File: config.mk
export PLATFORM = sky130hd
export DESIGN_NAME = hedios_rx_deframer
export DESIGN_NICKNAME = d
export VERILOG_FILES = /design/src/rtl/hedios_rx_deframer.sv
export SDC_FILE = /design/constraint.sdc
export NUM_CORES = 1
export LEC_CHECK = 0
export CAP_MARGIN = 20
export CORE_ASPECT_RATIO = 0.9
export CORE_MARGIN = 2
export CORE_UTILIZATION = 63
export DETAILED_ROUTE_END_ITERATION = 7
export DONT_BUFFER_PORTS = 1
export PLACE_DENSITY = 0.91
export SETUP_SLACK_MARGIN = 0.1
export SLEW_MARGIN = 30
export SYNTH_ARGS = -nofsm -noshare
export SYNTH_HDL_FRONTEND = slang
export SYNTH_SLANG_ARGS = --single-unit
File: constraint.sdc
create_clock -name clk -period 7.2 [get_ports clk]
set_clock_uncertainty 0.1 [all_clocks]
set_input_delay 1.8 -clock clk [delete_from_list [all_inputs] [get_ports clk]]
set_output_delay 1.8 -clock clk [all_outputs]
set_load 0.02 [all_outputs]
File: src/rtl/hedios_rx_deframer.sv
// Receive deframer: assembles 5-byte command/data frames from a byte stream
// into a small packet FIFO, with overflow tracking and a partial-frame timeout.
module hedios_rx_deframer #(
    parameter int unsigned FIFO_DEPTH     = 4,
    parameter int unsigned TIMEOUT_CYCLES = 100000
) (
    input  logic        clk,
    input  logic        rst,
    input  logic [7:0]  byte_in,
    input  logic        byte_valid,
    input  logic        rx_pop_packet,
    output logic [7:0]  rx_command,
    output logic [31:0] rx_data,
    output logic        rx_empty,
    output logic        rx_full,
    output logic        rx_lost_data,
    output logic        frame_timeout
);

    localparam int unsigned PtrW = (FIFO_DEPTH > 1) ? $clog2(FIFO_DEPTH) : 1;
    localparam int unsigned CntW = $clog2(FIFO_DEPTH + 1);
    localparam int unsigned ToW  = (TIMEOUT_CYCLES > 1) ? $clog2(TIMEOUT_CYCLES) : 1;

    typedef enum logic [0:0] {S_CMD, S_DATA} state_e;

    state_e          state_q, state_d;
    logic [1:0]      idx_q, idx_d;
    logic [7:0]      cmd_q, cmd_d;
    logic [31:0]     data_q, data_d;
    logic [ToW-1:0]  to_q, to_d;
    logic            timeout_q, timeout_d;
    logic            frame_done;

    logic [7:0]      cmd_mem  [FIFO_DEPTH];
    logic [31:0]     data_mem [FIFO_DEPTH];
    logic [PtrW-1:0] wr_ptr_q, wr_ptr_d, rd_ptr_q, rd_ptr_d;
    logic [CntW-1:0] count_q, count_d;
    logic            empty_q, full_q, lost_q, lost_d;
    logic [7:0]      out_cmd_q, out_cmd_d;
    logic [31:0]     out_data_q, out_data_d;
    logic            pop_ok, wr_en, drop;

    // Frame assembler and idle timeout
    always_comb begin
        state_d    = state_q;
        idx_d      = idx_q;
        cmd_d      = cmd_q;
        data_d     = data_q;
        to_d       = to_q;
        timeout_d  = 1'b0;
        frame_done = 1'b0;
        unique case (state_q)
            S_CMD: begin
                if (byte_valid) begin
                    cmd_d   = byte_in;
                    idx_d   = 2'd0;
                    to_d    = '0;
                    state_d = S_DATA;
                end
            end
            S_DATA: begin
                if (byte_valid) begin
                    to_d                       = '0;
                    data_d[{idx_q, 3'b000} +: 8] = byte_in;
                    idx_d                      = idx_q + 2'd1;
                    if (idx_q == 2'd3) begin
                        frame_done = 1'b1;
                        state_d    = S_CMD;
                    end
                end else if (to_q == ToW'(TIMEOUT_CYCLES - 1)) begin
                    timeout_d = 1'b1;
                    state_d   = S_CMD;
                    idx_d     = 2'd0;
                    to_d      = '0;
                end else begin
                    to_d = to_q + ToW'(1);
                end
            end
            default: state_d = S_CMD;
        endcase
    end

    // A full FIFO still accepts a write when a pop frees the head slot this cycle
    always_comb begin
        pop_ok     = rx_pop_packet && !empty_q;
        wr_en      = frame_done && (!full_q || rx_pop_packet);
        drop       = frame_done && full_q && !rx_pop_packet;
        wr_ptr_d   = wr_en  ? wr_ptr_q + PtrW'(1) : wr_ptr_q;
        rd_ptr_d   = pop_ok ? rd_ptr_q + PtrW'(1) : rd_ptr_q;
        count_d    = count_q;
        if (wr_en && !pop_ok) begin
            count_d = count_q + CntW'(1);
        end else if (!wr_en && pop_ok) begin
            count_d = count_q - CntW'(1);
        end
        out_cmd_d  = out_cmd_q;
        out_data_d = out_data_q;
        lost_d     = lost_q;
        if (pop_ok) begin
            out_cmd_d  = cmd_mem[rd_ptr_q];
            out_data_d = data_mem[rd_ptr_q];
            lost_d     = 1'b0;
        end
        if (drop) begin
            lost_d = 1'b1;
        end
    end

    always_ff @(posedge clk) begin
        if (!rst) begin
            state_q    <= S_CMD;
            idx_q      <= 2'd0;
            cmd_q      <= 8'd0;
            data_q     <= 32'd0;
            to_q       <= '0;
            timeout_q  <= 1'b0;
            wr_ptr_q   <= '0;
            rd_ptr_q   <= '0;
            count_q    <= '0;
            empty_q    <= 1'b1;
            full_q     <= 1'b0;
            lost_q     <= 1'b0;
            out_cmd_q  <= 8'd0;
            out_data_q <= 32'd0;
        end else begin
            state_q    <= state_d;
            idx_q      <= idx_d;
            cmd_q      <= cmd_d;
            data_q     <= data_d;
            to_q       <= to_d;
            timeout_q  <= timeout_d;
            wr_ptr_q   <= wr_ptr_d;
            rd_ptr_q   <= rd_ptr_d;
            count_q    <= count_d;
            empty_q    <= (count_d == '0);
            full_q     <= (count_d == CntW'(FIFO_DEPTH));
            lost_q     <= lost_d;
            out_cmd_q  <= out_cmd_d;
            out_data_q <= out_data_d;
        end
    end

    // Storage needs no reset; the pointers define which slots are live
    always_ff @(posedge clk) begin
        if (rst && wr_en) begin
            cmd_mem[wr_ptr_q]  <= cmd_q;
            data_mem[wr_ptr_q] <= data_d;
        end
    end

    assign rx_command    = out_cmd_q;
    assign rx_data       = out_data_q;
    assign rx_empty      = empty_q;
    assign rx_full       = full_q;
    assign rx_lost_data  = lost_q;
    assign frame_timeout = timeout_q;

endmodule

=== After elaboration in Yosys (flattened, before gate mapping) ===
Memories as Yosys holds them, arrays and structs flattened. A register that Yosys moved wholly into a read port is not among the register bits.
Cells that the tools add are included.

* Memory bits (writable): 160
* Memories kept: 2
* Logic and storage cells: 76
* Input port bits: 12
* Output and inout bits: 44
* Bits in registers: 71

{| class="wikitable"
|+ Memory list
! name !! words !! width !! rd ports !! clocked after memory_dff !! write ports !! RTL line !! text
|-
| data_mem || 4 || 32 || 1 || 1 || 1 || 35 || <nowiki>logic [31:0] data_mem [FIFO_DEPTH];</nowiki>
|-
| cmd_mem || 4 || 8 || 1 || 1 || 1 || 34 || <nowiki>logic [7:0] cmd_mem [FIFO_DEPTH];</nowiki>
|}

* Reductions and logical operators: 20
* Add/subtract/negate cells: 7
* Bitwise gates (word level): 2
* Equal/unequal tests: 5
* Multiplexer cells: 26
* Shift operators: 2

{| class="wikitable"
|+ Operator list
! kind !! number
|-
| 32-bit two-way mux || 2
|-
| 17-bit two-way mux || 3
|-
| 17-bit one-hot mux with 2 select lines || 1
|-
| 32-bit bitwise mux || 1
|-
| 8-bit by 7-bit variable shift with 32-bit output (first input constant) || 1
|-
| 8-bit by 7-bit indexed part select with 32-bit output || 1
|-
| 17-bit by 1-bit adder with 17-bit output (second input constant) || 1
|-
| 17-bit equality test (second input constant) || 1
|-
| 1-bit two-way mux || 12
|-
| 1-bit logical AND || 7
|-
| 1-bit zero test || 7
|-
| 5-bit negator with 7-bit output || 1
|-
| 2-bit by 1-bit adder with 2-bit output (second input constant) || 3
|-
| 2-bit two-way mux || 3
|-
| 3-bit two-way mux || 2
|-
| 2-bit one-hot mux with 2 select lines || 1
|-
| 2-bit AND reduction || 2
|-
| 3-bit by 1-bit adder with 3-bit output (second input constant) || 1
|-
| 3-bit equality test (second input constant) || 1
|-
| 3-bit zero test || 1
|-
| 3-bit by 2-bit != test with 1-bit output (second input constant) || 1
|-
| 3-bit OR reduction || 1
|-
| 3-bit by 1-bit subtractor with 3-bit output (second input constant) || 1
|-
| 2-bit equality test (second input constant) || 1
|-
| other kinds (5) || 6
|}

=== Depth between registers and ports, before layout ===
* Depth in word-level cells: 10
* Depth in mapped cells: 7
* Depth with buffers taken out: 6

=== Worst setup path before layout ===
Ideal clock, no wire load.

* Kind: input -> register
* From: input port byte_valid
* To: memory cmd_mem[1][0] (enable)
* Buffers on the path: 2
* Stages: 5
* Setup time: 401 ps
* Slack: 2928 ps
* Arrival time: 3771 ps
* Required time: 6699 ps
* Cells stage by stage: clkbuf_1 -> nand3_1 -> clkbuf_1 -> nor2_1 -> and3_1

* Cells in the longest elaborated chain, start to end: 6

{| class="wikitable"
|+ Ends and longest elaborated chain
! element !! RTL line !! text
|-
| from (decl) || 10 || <nowiki>input logic byte_valid,</nowiki>
|-
| 1-bit two-way mux || 62 || <nowiki>if (byte_valid) begin</nowiki>
|-
| 1-bit two-way mux || 52 || <nowiki>unique case (state_q)</nowiki>
|-
| 1-bit logical AND || 86 || <nowiki>wr_en = frame_done && (!full_q || rx_pop_packet);</nowiki>
|-
| 1-bit logical AND || 145 || <nowiki>if (rst && wr_en) begin</nowiki>
|-
| 1-bit two-way mux || 145 ||
|-
| 1-bit two-way mux (implied by the code) || 146 || <nowiki>cmd_mem[wr_ptr_q] <= cmd_q;</nowiki>
|-
| to (decl) || 34 ||
|}

No other way between the ends.

=== Worst setup path in the final report ===
* From: input port byte_valid
* To: memory data_mem[2][26] (enable)

* Cells in the longest elaborated chain, start to end: 6

{| class="wikitable"
|+ Ends and longest elaborated chain
! element !! RTL line !! text
|-
| 1-bit two-way mux || 62 ||
|-
| 1-bit two-way mux || 52 ||
|-
| 1-bit logical AND || 86 ||
|-
| 1-bit logical AND || 145 ||
|-
| 1-bit two-way mux || 145 ||
|-
| 1-bit two-way mux (implied by the code) || 147 || <nowiki>data_mem[wr_ptr_q] <= data_d;</nowiki>
|-
| to (decl) || 35 ||
|}

No other way between the ends.

==> metrics.md <==
| Metric | Value |
|---|---|
| Worst-Margin Slew | about 0.86 ns |
| Non-filler cells, final | about 950 |
| Post-synth cell types | between 50 and 60 |
| Slew Limit Fails | 0 |
| Number of global-route vias before repair | between 6000 and 7000 |
| CP Launch Type | primary input |
| Total power draw | 3.46 mW |
| P_leak | about 3.9 nW |
| MaxCap Viol Count | 0 |
| Ports | 56 |
| RSZ-0062 raised after global routing | no |
| Post-cts sizing count | 0 |
| Seq pwr share | 50.0% |
| Pwr dens | 302 nW/um2 |
| Commonest cells in the netlist | 160 x edfxtp_1, 111 x dfxtp_1, 96 x nand2_1 |
| Via count | 6351 |
| Die area | 17500 um2 |
| Reg clk slew, reported paths | 0.06 ns |
| Combinational Power Share | 7.2% |
| Die W | between 100 and 150 um |
| Final #Nets | 746 |
| DRT antenna net count | 0 |
| Ant. Diodes | 0 |
| Final setup viols | 0 |
| Seq/Total Area, Yosys | around two thirds |
| TritonCTS buffer count | 25 |
| Layout area overhead | 10.7% |
| Synth top area cells | edfxtp_1 46%, dfxtp_1 21%, mux4_2 8.7% |
| Clock Tree Buf Depth | 3 |
| Yosys warns | 0 |
| Total track usage | 26.2% |
| Largest net degree at the start of global routing | between 40 and 50 |
| Pint | 2.68 mW |
| Grt ovf | 0 |
| Fillers | 983 |
| Top FF cell, synth | edfxtp_1 |
| Hold-fix buffers, CTS | 0 |
| Status | completed |
| Crit path buffers/inverters | 1 |
| Fraction of layout cells with a size suffix above 1 | 13.5% |
| WP data required | just over 7 ns |
| DR pass1 iterations | 7 |
| WL final | roughly 23 mm |
| H-Tree Depth | 1 |
| CP Max Fanout | 40 |
| Port Buf Inserts | 0 |
| Finished Core Util | 71.0% |
| Clock share of power | 42.8% |
| Area of the multi-input gates | 3150 um2 |
| DR vias/cell | 6.71 |
| Post-Syn Area | 10300 um2 |
| Flip-flop and latch area | 7030 um2 |
| Max Clock Freq | roughly 320 MHz |
| Slowest cell on crit path | and3_4 |
| Syn Area/Cell | 14.2 um2 |
| Asr flop ratio synth | 0% |
| Most frequent cell after synthesis | edfxtp_1 |
| Initial core utilization | between 60 and 70% |
| Sw Ratio | around 22% |
| Yosys top cell by area | edfxtp_1 |
| Fin crit period | around 3.1 ns |
| Number of flops mapped to enable cells by yosys | 160 |
| CTS Sinks | 271 |
| Initial antenna violation count | 0 |
| Core area | 16100 um2 |
| Peak supply drop | 0.000257 V |
| First DRT Iteration DRCs | 631 |
| TritonCTS clock tree | done |
| TNS Setup | 0 ns |
| Routed len/inst | 23.8 um |
| Final Hold Fails | 0 |
| Crit path cell chain | nand3_1 -> buf_4 -> nor2_1 -> and3_4 |
| Hold WC Path Type | flip-flop to flip-flop |
| P_sw | 0.777 mW |
| Max-Slew Margin vs Limit | 42.4% |
| Crit-path leading delay family | simple AND/OR/NAND/NOR gates |
| First-pass GRT wire length | 35.3 mm |
| HPWL after DPL | between 10 and 15 mm |
| # placed instances | 902 |
| Period utilization | 43.6% |
| FP Rows | 44 |
| Yosys reg bits | 271 |
| Clk_lat worst skew | about 0.53 ns |
| Data arrival, critical path | 3.20 ns |
| Top-area cell type share of the netlist area | 46.4% |
| Buffer count from post-CTS setup fixing | 0 |
| Syn_nets | between 700 and 800 |
| Root Buffer | clkbuf_16 |
| Cells after synthesis | 729 |
| RD Place Congestion | 0.815 |
| Crit Path Class | primary input to flip-flop |
| CP Capture Type | flip-flop |
| DRC | 0 |
| Die Y | 126 um |
| CP peak stage delay | 0.68 ns |
==> kinds of logic (layout without fill, tap and decap cells) <==
family,Yosys count,count (layout),share of synthesized area (%)
DFF,271,271,67.9
muxes,49,49,9.59
buffers and inverters,53,64,2.15
xor gates and xnor gates,5,5,0.423
adders and majority gates,12,12,1.45
and+or+nand+nor,223,223,10.8
AOI/OAI and AO/OA,116,116,7.64
==> final timing paths <==
| check | end | start | slack (ns) | cells after the start |
|---|---|---|---|---|
| worst max register to register | data_q[2] | idx_q[0] | 4.57 | 6 |
| worst min-delay path | to_q[0] | to_q[0] | 0.40 | 2 |
| worst max-delay path | data_mem[2][26] | byte_valid | 4.06 | 4 |
| worst min register to register | to_q[0] | to_q[0] | 0.40 | 2 |
==> tightest hold or removal path, delay by kind of cell, from the launching register on <==
kind / cells / cell delay (ns)
simple gates: 1 / 0.06
compound gates: 1 / 0.05
flops: 1 / 0.34
==> flip-flops by register name (all words and copies together), names as in the netlist <==
signal	cells
idx_q	2
wr_ptr_q	2
data_q	32
state_q	1
rx_command	8
count_q	3
rx_lost_data	1
rx_full	1
rd_ptr_q	2
data_mem	128
rx_empty	1
frame_timeout	1
cmd_mem	32
cmd_q	8
rx_data	32
to_q	17
==> metrics by stage <==
step           worst slack [ns]  area, um2  hold WS, ns
2_1_floorplan              2.93      10300        0.351
3_3_place_gp               3.40      10500        0.377
3_5_place_dp               3.56      10500        0.396
4_1_cts                    4.08      11400        0.404
5_1_grt                    4.00      11500        0.420
6_report                   4.06      11500        0.401
==> cell usage in the layout (no fill, tap or decap), types with 4 or more instances in the layout <==
cell       netlist  final
buf_4            0      6
nor2_1          21     21
dfxtp_1        111    110
nand4b_1         4      4
mux2i_1          8      8
nand2_1         96     96
mux4_2          40     40
edfxtp_1       160    160
and3_4           0      4
a31oi_1         10     10
bufinv_16        0      7
nor3_1          12     12
ha_1            12     12
nand3_1         13     13
a21oi_1         45     45
or4_1            5      5
inv_1           12     12
a22o_1          31     31
and2_1          32     32
and3_1           9      5
nand4_1          7      7
clkbuf_16        0     25
==> cell type report <==
class	instances	share of cell area, %
Sequential cell	271	61.4
Clock buffer	30	5.80
Timing Repair Buffer	6	0.393
Tap cell	207	2.26
Inverter	13	0.426
Multi-Input combinational cell	405	27.5
Clock inverter	15	2.26
==> power groups by stage <==
stage                     sequential (mW)  clock, mW  combinational (mW)
final                                1.73       1.48               0.249
after global routing                 1.73       1.54               0.272
after CTS                            1.73       1.49               0.248
after detailed placement             1.76          0               0.245
after global placement               1.76          0               0.231
after floorplan                      1.75          0               0.200
==> per-layer routing <==
layer	track usage, %	up-vias	share of wire, %
li1	-	2739	-
met1	34.9	3165	39
met2	43.6	366	49
met3	5.40	81	8.7
met4	9.03	0	3.5
met5	0	-	0
(Power assumes the default switching activity.)
